===== config.mk =====
export PLATFORM = sky130hd
export DESIGN_NAME = lse_shared_system_flat
export DESIGN_NICKNAME = d
export VERILOG_FILES = /design/src/rtl/lse_shared_system_if.sv /design/src/rtl/lse_shared_system.sv /design/src/flat_wrapper.sv
export SDC_FILE = /design/constraint.sdc
export NUM_CORES = 2
export LEC_CHECK = 0
export BUFFER_PORTS_ARGS = -buffer_cell sky130_fd_sc_hd__buf_2
export CAP_MARGIN = 20
export CORE_ASPECT_RATIO = 0.9
export CORE_MARGIN = 2
export CORE_UTILIZATION = 35
export DETAILED_ROUTE_END_ITERATION = 6
export PLACE_DENSITY = 0.56
export SKIP_LAST_GASP = 1
export SYNTH_ARGS = -nofsm -noshare
export SYNTH_HDL_FRONTEND = slang
export SYNTH_SLANG_ARGS = --single-unit

===== constraint.sdc =====
create_clock -name clk -period 17.85 [get_ports clk]
set_clock_uncertainty 0.1 [all_clocks]
set_input_delay 1.785 -clock clk [delete_from_list [all_inputs] [get_ports clk]]
set_output_delay 1.785 -clock clk [all_outputs]
set_load 0.05 [all_outputs]

===== src/rtl/lse_shared_system_if.sv =====
// Bundle between the operand fetch logic (master) and the log-domain MAC array (slave).
// valid_array[i] marks mac_results[i] as a new result for that cycle only; there is no ready.
interface lse_shared_system_if #(
  parameter int NUM_MAC_UNITS = 4,
  parameter int WIDTH         = 24
);
  localparam int AU_W = (NUM_MAC_UNITS > 1) ? $clog2(NUM_MAC_UNITS) : 1;

  logic                                global_enable;
  logic                                system_reset;
  logic [NUM_MAC_UNITS-1:0]            mac_enable;
  logic [NUM_MAC_UNITS-1:0][WIDTH-1:0] log_a_array;
  logic [NUM_MAC_UNITS-1:0][WIDTH-1:0] log_b_array;
  logic [NUM_MAC_UNITS-1:0][WIDTH-1:0] acc_array;
  logic [NUM_MAC_UNITS-1:0]            load_acc_array;
  logic [NUM_MAC_UNITS-1:0]            bypass_mult_array;

  logic [NUM_MAC_UNITS-1:0][WIDTH-1:0] mac_results;
  logic [NUM_MAC_UNITS-1:0]            valid_array;
  logic                                system_ready;
  logic [31:0]                         operation_count;
  logic [AU_W-1:0]                     active_units;

  modport master (
    output global_enable, system_reset, mac_enable, log_a_array, log_b_array,
           acc_array, load_acc_array, bypass_mult_array,
    input  mac_results, valid_array, system_ready, operation_count, active_units
  );

  modport slave (
    input  global_enable, system_reset, mac_enable, log_a_array, log_b_array,
           acc_array, load_acc_array, bypass_mult_array,
    output mac_results, valid_array, system_ready, operation_count, active_units
  );
endinterface


===== src/rtl/lse_shared_system.sv =====
// Array of log-domain MAC lanes: log-multiply (add) followed by a log-sum-exp accumulate,
// all lanes reading one shared log2(1+2^-d) correction table through parallel read ports.
module lse_shared_system #(
  parameter int NUM_MAC_UNITS   = 4,
  parameter int WIDTH           = 24,
  parameter int FRAC_BITS       = 10,
  parameter int CLUT_DEPTH      = 16,
  parameter int PIPELINE_STAGES = 2
) (
  input logic                clk,
  input logic                rst,
  lse_shared_system_if.slave bus
);
  localparam int N      = NUM_MAC_UNITS;
  localparam int AU_W   = (N > 1) ? $clog2(N) : 1;
  localparam int POP_W  = $clog2(N + 1);
  localparam int IDX_W  = $clog2(CLUT_DEPTH);
  localparam int CLUT_W = 11;

  // round(1024 * log2(1 + 2^-(k/4))), k = 0..15
  localparam logic [CLUT_W-1:0] CLUT [16] = '{
    11'd1024, 11'd902, 11'd790, 11'd689, 11'd599, 11'd518, 11'd447, 11'd385,
    11'd330,  11'd282, 11'd240, 11'd205, 11'd174, 11'd148, 11'd125, 11'd106
  };

  if (PIPELINE_STAGES != 2 || CLUT_DEPTH != 16 || FRAC_BITS != 10) begin : g_bad_cfg
    $error("lse_shared_system: table and pipeline are built for 2 stages, 16 entries, 10 frac bits");
  end

  typedef logic signed [WIDTH-1:0] val_t;

  function automatic val_t sat(input logic signed [WIDTH:0] s);
    if (s[WIDTH] != s[WIDTH-1])
      return s[WIDTH] ? {1'b1, {(WIDTH-1){1'b0}}} : {1'b0, {(WIDTH-1){1'b1}}};
    return s[WIDTH-1:0];
  endfunction

  function automatic val_t sat_add(input val_t a, input val_t b);
    return sat({a[WIDTH-1], a} + {b[WIDTH-1], b});
  endfunction

  // S0: input capture
  val_t   s0_a [N];
  val_t   s0_b [N];
  val_t   s0_x [N];
  logic [N-1:0] s0_byp;
  logic [N-1:0] s0_en;

  // S1: max and distance
  val_t             s1_m [N];
  logic [WIDTH-1:0] s1_d [N];
  logic [N-1:0]     s1_en;

  // Output stage
  logic [N-1:0][WIDTH-1:0] res_q;
  logic [N-1:0]            vld_q;
  logic [31:0]             cnt_q;
  logic                    ready_q;

  val_t                    p_c    [N];
  val_t                    m_c    [N];
  logic [WIDTH-1:0]        d_c    [N];
  logic signed [WIDTH:0]   diff_c [N];

  always_comb begin
    for (int i = 0; i < N; i++) begin
      p_c[i]    = s0_byp[i] ? s0_a[i] : sat_add(s0_a[i], s0_b[i]);
      diff_c[i] = {p_c[i][WIDTH-1], p_c[i]} - {s0_x[i][WIDTH-1], s0_x[i]};
      // |p-x| never exceeds 2^WIDTH-1, so the magnitude fits unsigned in WIDTH bits
      if (diff_c[i][WIDTH]) begin
        d_c[i] = WIDTH'(-diff_c[i]);
        m_c[i] = s0_x[i];
      end else begin
        d_c[i] = diff_c[i][WIDTH-1:0];
        m_c[i] = p_c[i];
      end
    end
  end

  logic [WIDTH-1:0]  idx_c  [N];
  logic [CLUT_W-1:0] corr_c [N];
  val_t              r_c    [N];

  always_comb begin
    for (int i = 0; i < N; i++) begin
      idx_c[i]  = s1_d[i] >> (FRAC_BITS - 2);
      corr_c[i] = (idx_c[i] < WIDTH'(CLUT_DEPTH)) ? CLUT[idx_c[i][IDX_W-1:0]] : '0;
      r_c[i]    = sat_add(s1_m[i], val_t'({{(WIDTH-CLUT_W){1'b0}}, corr_c[i]}));
    end
  end

  logic [POP_W-1:0] pop_c;
  logic [32:0]      sum_c;
  logic [31:0]      cnt_next;
  logic [AU_W-1:0]  au_c;

  always_comb begin
    pop_c = '0;
    for (int i = 0; i < N; i++) pop_c = pop_c + {{(POP_W-1){1'b0}}, s1_en[i]};
    sum_c    = {1'b0, cnt_q} + 33'(pop_c);
    cnt_next = sum_c[32] ? '1 : sum_c[31:0];
    au_c = '0;
    for (int i = 0; i < N; i++) if (vld_q[i]) au_c = AU_W'(i);
  end

  always_ff @(posedge clk or posedge rst) begin
    if (rst) begin
      for (int i = 0; i < N; i++) begin
        s0_a[i] <= '0;
        s0_b[i] <= '0;
        s0_x[i] <= '0;
        s1_m[i] <= '0;
        s1_d[i] <= '0;
      end
      s0_byp  <= '0;
      s0_en   <= '0;
      s1_en   <= '0;
      res_q   <= '0;
      vld_q   <= '0;
      cnt_q   <= '0;
      ready_q <= 1'b0;
    end else if (bus.system_reset) begin
      for (int i = 0; i < N; i++) begin
        s0_a[i] <= '0;
        s0_b[i] <= '0;
        s0_x[i] <= '0;
        s1_m[i] <= '0;
        s1_d[i] <= '0;
      end
      s0_byp  <= '0;
      s0_en   <= '0;
      s1_en   <= '0;
      res_q   <= '0;
      vld_q   <= '0;
      cnt_q   <= '0;
      ready_q <= 1'b0;
    end else begin
      ready_q <= bus.global_enable;
      if (bus.global_enable) begin
        for (int i = 0; i < N; i++) begin
          s0_a[i] <= bus.log_a_array[i];
          s0_b[i] <= bus.log_b_array[i];
          // Feedback reads the registered result: no forwarding of in-flight ops
          s0_x[i] <= bus.load_acc_array[i] ? bus.acc_array[i] : res_q[i];
          s1_m[i] <= m_c[i];
          s1_d[i] <= d_c[i];
          if (s1_en[i]) res_q[i] <= r_c[i];
        end
        s0_byp <= bus.bypass_mult_array;
        s0_en  <= bus.mac_enable;
        s1_en  <= s0_en;
        vld_q  <= s1_en;
        cnt_q  <= cnt_next;
      end
    end
  end

  assign bus.mac_results     = res_q;
  assign bus.valid_array     = vld_q;
  assign bus.system_ready    = ready_q;
  assign bus.operation_count = cnt_q;
  assign bus.active_units    = au_c;
endmodule


===== src/flat_wrapper.sv =====
// flat-port wrapper written by rule: the top's interface ports become plain ports
module lse_shared_system_flat 
#(
  parameter int NUM_MAC_UNITS   = 4,
  parameter int WIDTH           = 24,
  parameter int FRAC_BITS       = 10,
  parameter int CLUT_DEPTH      = 16,
  parameter int PIPELINE_STAGES = 2
)
  (clk, rst, bus_global_enable, bus_system_reset, bus_mac_enable, bus_log_a_array, bus_log_b_array, bus_acc_array, bus_load_acc_array, bus_bypass_mult_array, bus_mac_results, bus_valid_array, bus_system_ready, bus_operation_count, bus_active_units);
  lse_shared_system_if #(.NUM_MAC_UNITS(NUM_MAC_UNITS), .WIDTH(WIDTH)) bus_i ();
  input logic clk;
  input logic rst;
  input wire logic [$bits(bus_i.global_enable)-1:0] bus_global_enable;
  input wire logic [$bits(bus_i.system_reset)-1:0] bus_system_reset;
  input wire logic [$bits(bus_i.mac_enable)-1:0] bus_mac_enable;
  input wire logic [$bits(bus_i.log_a_array)-1:0] bus_log_a_array;
  input wire logic [$bits(bus_i.log_b_array)-1:0] bus_log_b_array;
  input wire logic [$bits(bus_i.acc_array)-1:0] bus_acc_array;
  input wire logic [$bits(bus_i.load_acc_array)-1:0] bus_load_acc_array;
  input wire logic [$bits(bus_i.bypass_mult_array)-1:0] bus_bypass_mult_array;
  output wire logic [$bits(bus_i.mac_results)-1:0] bus_mac_results;
  output wire logic [$bits(bus_i.valid_array)-1:0] bus_valid_array;
  output wire logic [$bits(bus_i.system_ready)-1:0] bus_system_ready;
  output wire logic [$bits(bus_i.operation_count)-1:0] bus_operation_count;
  output wire logic [$bits(bus_i.active_units)-1:0] bus_active_units;
  assign bus_i.global_enable = bus_global_enable;
  assign bus_i.system_reset = bus_system_reset;
  assign bus_i.mac_enable = bus_mac_enable;
  assign bus_i.log_a_array = bus_log_a_array;
  assign bus_i.log_b_array = bus_log_b_array;
  assign bus_i.acc_array = bus_acc_array;
  assign bus_i.load_acc_array = bus_load_acc_array;
  assign bus_i.bypass_mult_array = bus_bypass_mult_array;
  assign bus_mac_results = bus_i.mac_results;
  assign bus_valid_array = bus_i.valid_array;
  assign bus_system_ready = bus_i.system_ready;
  assign bus_operation_count = bus_i.operation_count;
  assign bus_active_units = bus_i.active_units;
  lse_shared_system #(.NUM_MAC_UNITS(NUM_MAC_UNITS), .WIDTH(WIDTH), .FRAC_BITS(FRAC_BITS), .CLUT_DEPTH(CLUT_DEPTH), .PIPELINE_STAGES(PIPELINE_STAGES)) u_core (.clk(clk), .rst(rst), .bus(bus_i));
endmodule

==> results.yml <==
sta:
  postLayoutSetupSlackWorst_ps: 8706
  timing.final.crit_share_pct: 51.23
  tightest_slew_ps: 1083
  setup-violations-final: 0
  final-hold-violation-count: 0
  slew_viol_final: 0
  fmax_ghz: 0.1094
  setup_total_negative_slack_ps: 0
  worst_hold_slack_ps: 402.7
  maxSlewHeadroom_pct: 27.82
  finalCriticalPeriod_ps: 9144
  grt_setup_unrepaired: "false"
global_route:
  wire_length_of_the_first_global_routing_pass_um: 216100
  grt.overflow.total: 0
  grt_pass1_vias: 36600
  grt_antenna_before_repair: 7
  groute.usage.overall_pct: 21.40
  grt_max_degree: 189
synthesis:
  synth.top_cells.by_area: "dfrtp_1 (34%), ha_1 (8.2%), mux2i_1 (7.5%)"
  netlist-cell-type-count: 96
  synth_top_cell_by_area: "dfrtp_1"
  yosysSeqAreaShare_pct: 34.30
  ys_async_sr_fraction_pct: 100.0
  synth_area_per_cell_sq_um: 8.557
  synth_most_common_cell: "nor2_1"
  synthTopCellsByCount: "nor2_1 (728), dfrtp_1 (593), nand2_1 (399)"
  post_synth_inst_count: 5056
  synth_top_flop_cell: "dfrtp_1"
  synth_enable_flop_cells: 0
  yosysWarnings: 0
  synth.ff_latch_count: 593
  post-synth-top-area-fraction_pct: 34.30
  synth_nets: 5659
  post_synth_instance_area_sq_um: 43260
finish:
  layoutNonFillerInstCount: 7018
  finish.utilization_pct: 40.31
  finalInstanceArea_sq_um: 49480
  area_growth_syn_to_layout_pct: 14.36
  design.final.nets: 5951
  final_layout_size_suffix_gt1_share_pct: 12.90
worst_setup_path:
  cp.arrival_ps: 9610
  crit_path_category: "reg2reg"
  cp.required_ps: 18320
  critical_path_peak_fanout: 26
  critPathMostFrequentCell: "a21o_1"
  slowest_stage: "nand2_1"
  setup.worst_path.start_class: "flip-flop"
  nature_of_the_critical_path_endpoint: "flip-flop"
  crit_path_max_incr_delay_ps: 760
clock_network:
  clkTransAtPathRegs_ps: 60
  maximum_buffer_depth_of_the_clock_tree: 3
  clock_insertion_delay_worst_skew_ps: 670
  htreeDepth: 3
  cts_setup_buffers: 0
  clock_tree.root_cell: "clkbuf_16"
  cts_resized: 0
  post_cts_hold_buffer_count: 0
  clock_sinks: 593
  tritoncts: "yes"
  cts_inserted_buffers: 76
floorplan:
  design.portCount: 439
  floorplan.core_area_sq_um: 122700
  floorplan.rows: 122
  die_area_sq_um: 126400
  die_width_um: 374.6
  initial_core_util_pct: 35.25
  die_height_um: 337.5
detailed_routing:
  routed_wirelength_um: 137600
  wire_per_inst_um: 19.60
  drcViolationCount: 0
  detailroute.via_count: 38170
  ant_nets: 0
  initialDrtViolationCount: 2516
  firstDrtPassIters: 5
  detail_route.vias_per_cell: 5.439
placed_design:
  place.gp.congestion: 0.9022
  hpwlAfterDp_um: 102900
  port_buffers: 438
  dp_slack_ps: 8496
  detailed_place.area_sq_um: 46910
  cell_total_after_placement: 6879
run:
  cap_violations: 0
worst_hold_path:
  min_path_type: "reg2reg"
pwr:
  total_leakage_power_nw: 23.60
  power.ir.vdd_worst_mv: 0.06393
  total_power_mw: 5.389
  cellPowerDensity_nw_per_um2: 108.9
status:
  outcome: "complete, no violations"
per-layer routing:
| metal | wire length, um | track usage [%] | vias up |
|---|---|---|---|
| met1 | 67410 | 31.05 | 18470 |
| li1 | - | - | 18780 |
| met3 | 7999 | 4.645 | 145 |
| met4 | 2297 | 3.946 | 10 |
| met2 | 59810 | 32.74 | 763 |
| met5 | 62 | 0 | - |
sequential cells by signal, indices dropped and copies added, names as in the netlist:
signal and flops:
u_core.idx_c 64, u_core.s0_b 96, u_core.s0_byp 4, u_core.bus.mac_results 96, u_core.s1_en 4, u_core.bus.system_ready 1
u_core.s0_x 96, u_core.s0_en 4, u_core.s1_m 96, u_core.bus.valid_array 4, u_core.bus.operation_count 32, u_core.s0_a 96
placed cells by master, fill, tap and decap left out, drive strengths merged, types with 101 or more instances in the layout:
| master | netlist | layout |
|---|---|---|
| xnor2 | 152 | 152 |
| buf | 44 | 491 |
| ha | 285 | 285 |
| o21ai | 295 | 295 |
| nand2 | 399 | 399 |
| nor2 | 728 | 728 |
| inv | 238 | 241 |
| a211oi | 227 | 227 |
| xor2 | 109 | 109 |
| mux2i | 323 | 323 |
| dfrtp | 593 | 593 |
| nand3 | 101 | 101 |
| a21o | 102 | 102 |
| a21oi | 291 | 291 |
final timing paths:
check / to / slack [ps] / cells after the start / start
worst max-delay path: u_core.idx_c[58] / 8710 / 30 / u_core.s0_b[54]
worst min-delay path: u_core.bus.mac_results[51] / 400 / 2 / u_core.bus.mac_results[51]
worst max register to register: u_core.idx_c[58] / 8710 / 30 / u_core.s0_b[54]
worst min register to register: u_core.bus.mac_results[51] / 400 / 2 / u_core.bus.mac_results[51]
max in group asynchronous: u_core.s1_m[1] / 13680 / 5 / rst
min in group asynchronous: u_core.s0_a[52] / 1080 / 2 / rst
power by group:
part	internal, mW	total (mW)	switching [mW]
Combinational	0.857	2.20	1.34
Clock	0.938	1.59	0.649
Sequential	1.47	1.60	0.140
cell type report:
cell class                      count  area (sq um)
Fill cell                       12450         73250
Antenna cell                        2         5.005
Tap cell                         1612          2017
Multi-Input combinational cell   3943         26500
Clock buffer                      100          2156
Timing Repair Buffer              491          2679
Inverter                          243         915.9
Clock inverter                     34         365.4
Sequential cell                   593         14840
cells by family (layout without fill, tap and decap cells):
kind of cell,count (synthesis),in the layout,share of synthesized area [%]
multiplexers,334,334,7.759
flip-flops,593,593,34.30
AND/OR/NAND/NOR,1676,1676,17.81
adder cells (fa/ha/maj),299,299,8.890
other,0,2,0
buffers and inverters,520,868,4.581
XOR/XNOR,261,261,5.301
AO/OA/AOI/OAI,1373,1373,21.36
worst max-delay path, delay by kind of cell (launching register included):
| family | cells | cell delay (ps) |
|---|---|---|
| compound gates | 17 | 4260 |
| simple gates | 6 | 1900 |
| fa+ha+maj | 3 | 1400 |
| buf+inv | 2 | 660 |
| flops | 1 | 380 |
| xor+xnor | 2 | 310 |
Power figures use the tool's default switching activity.
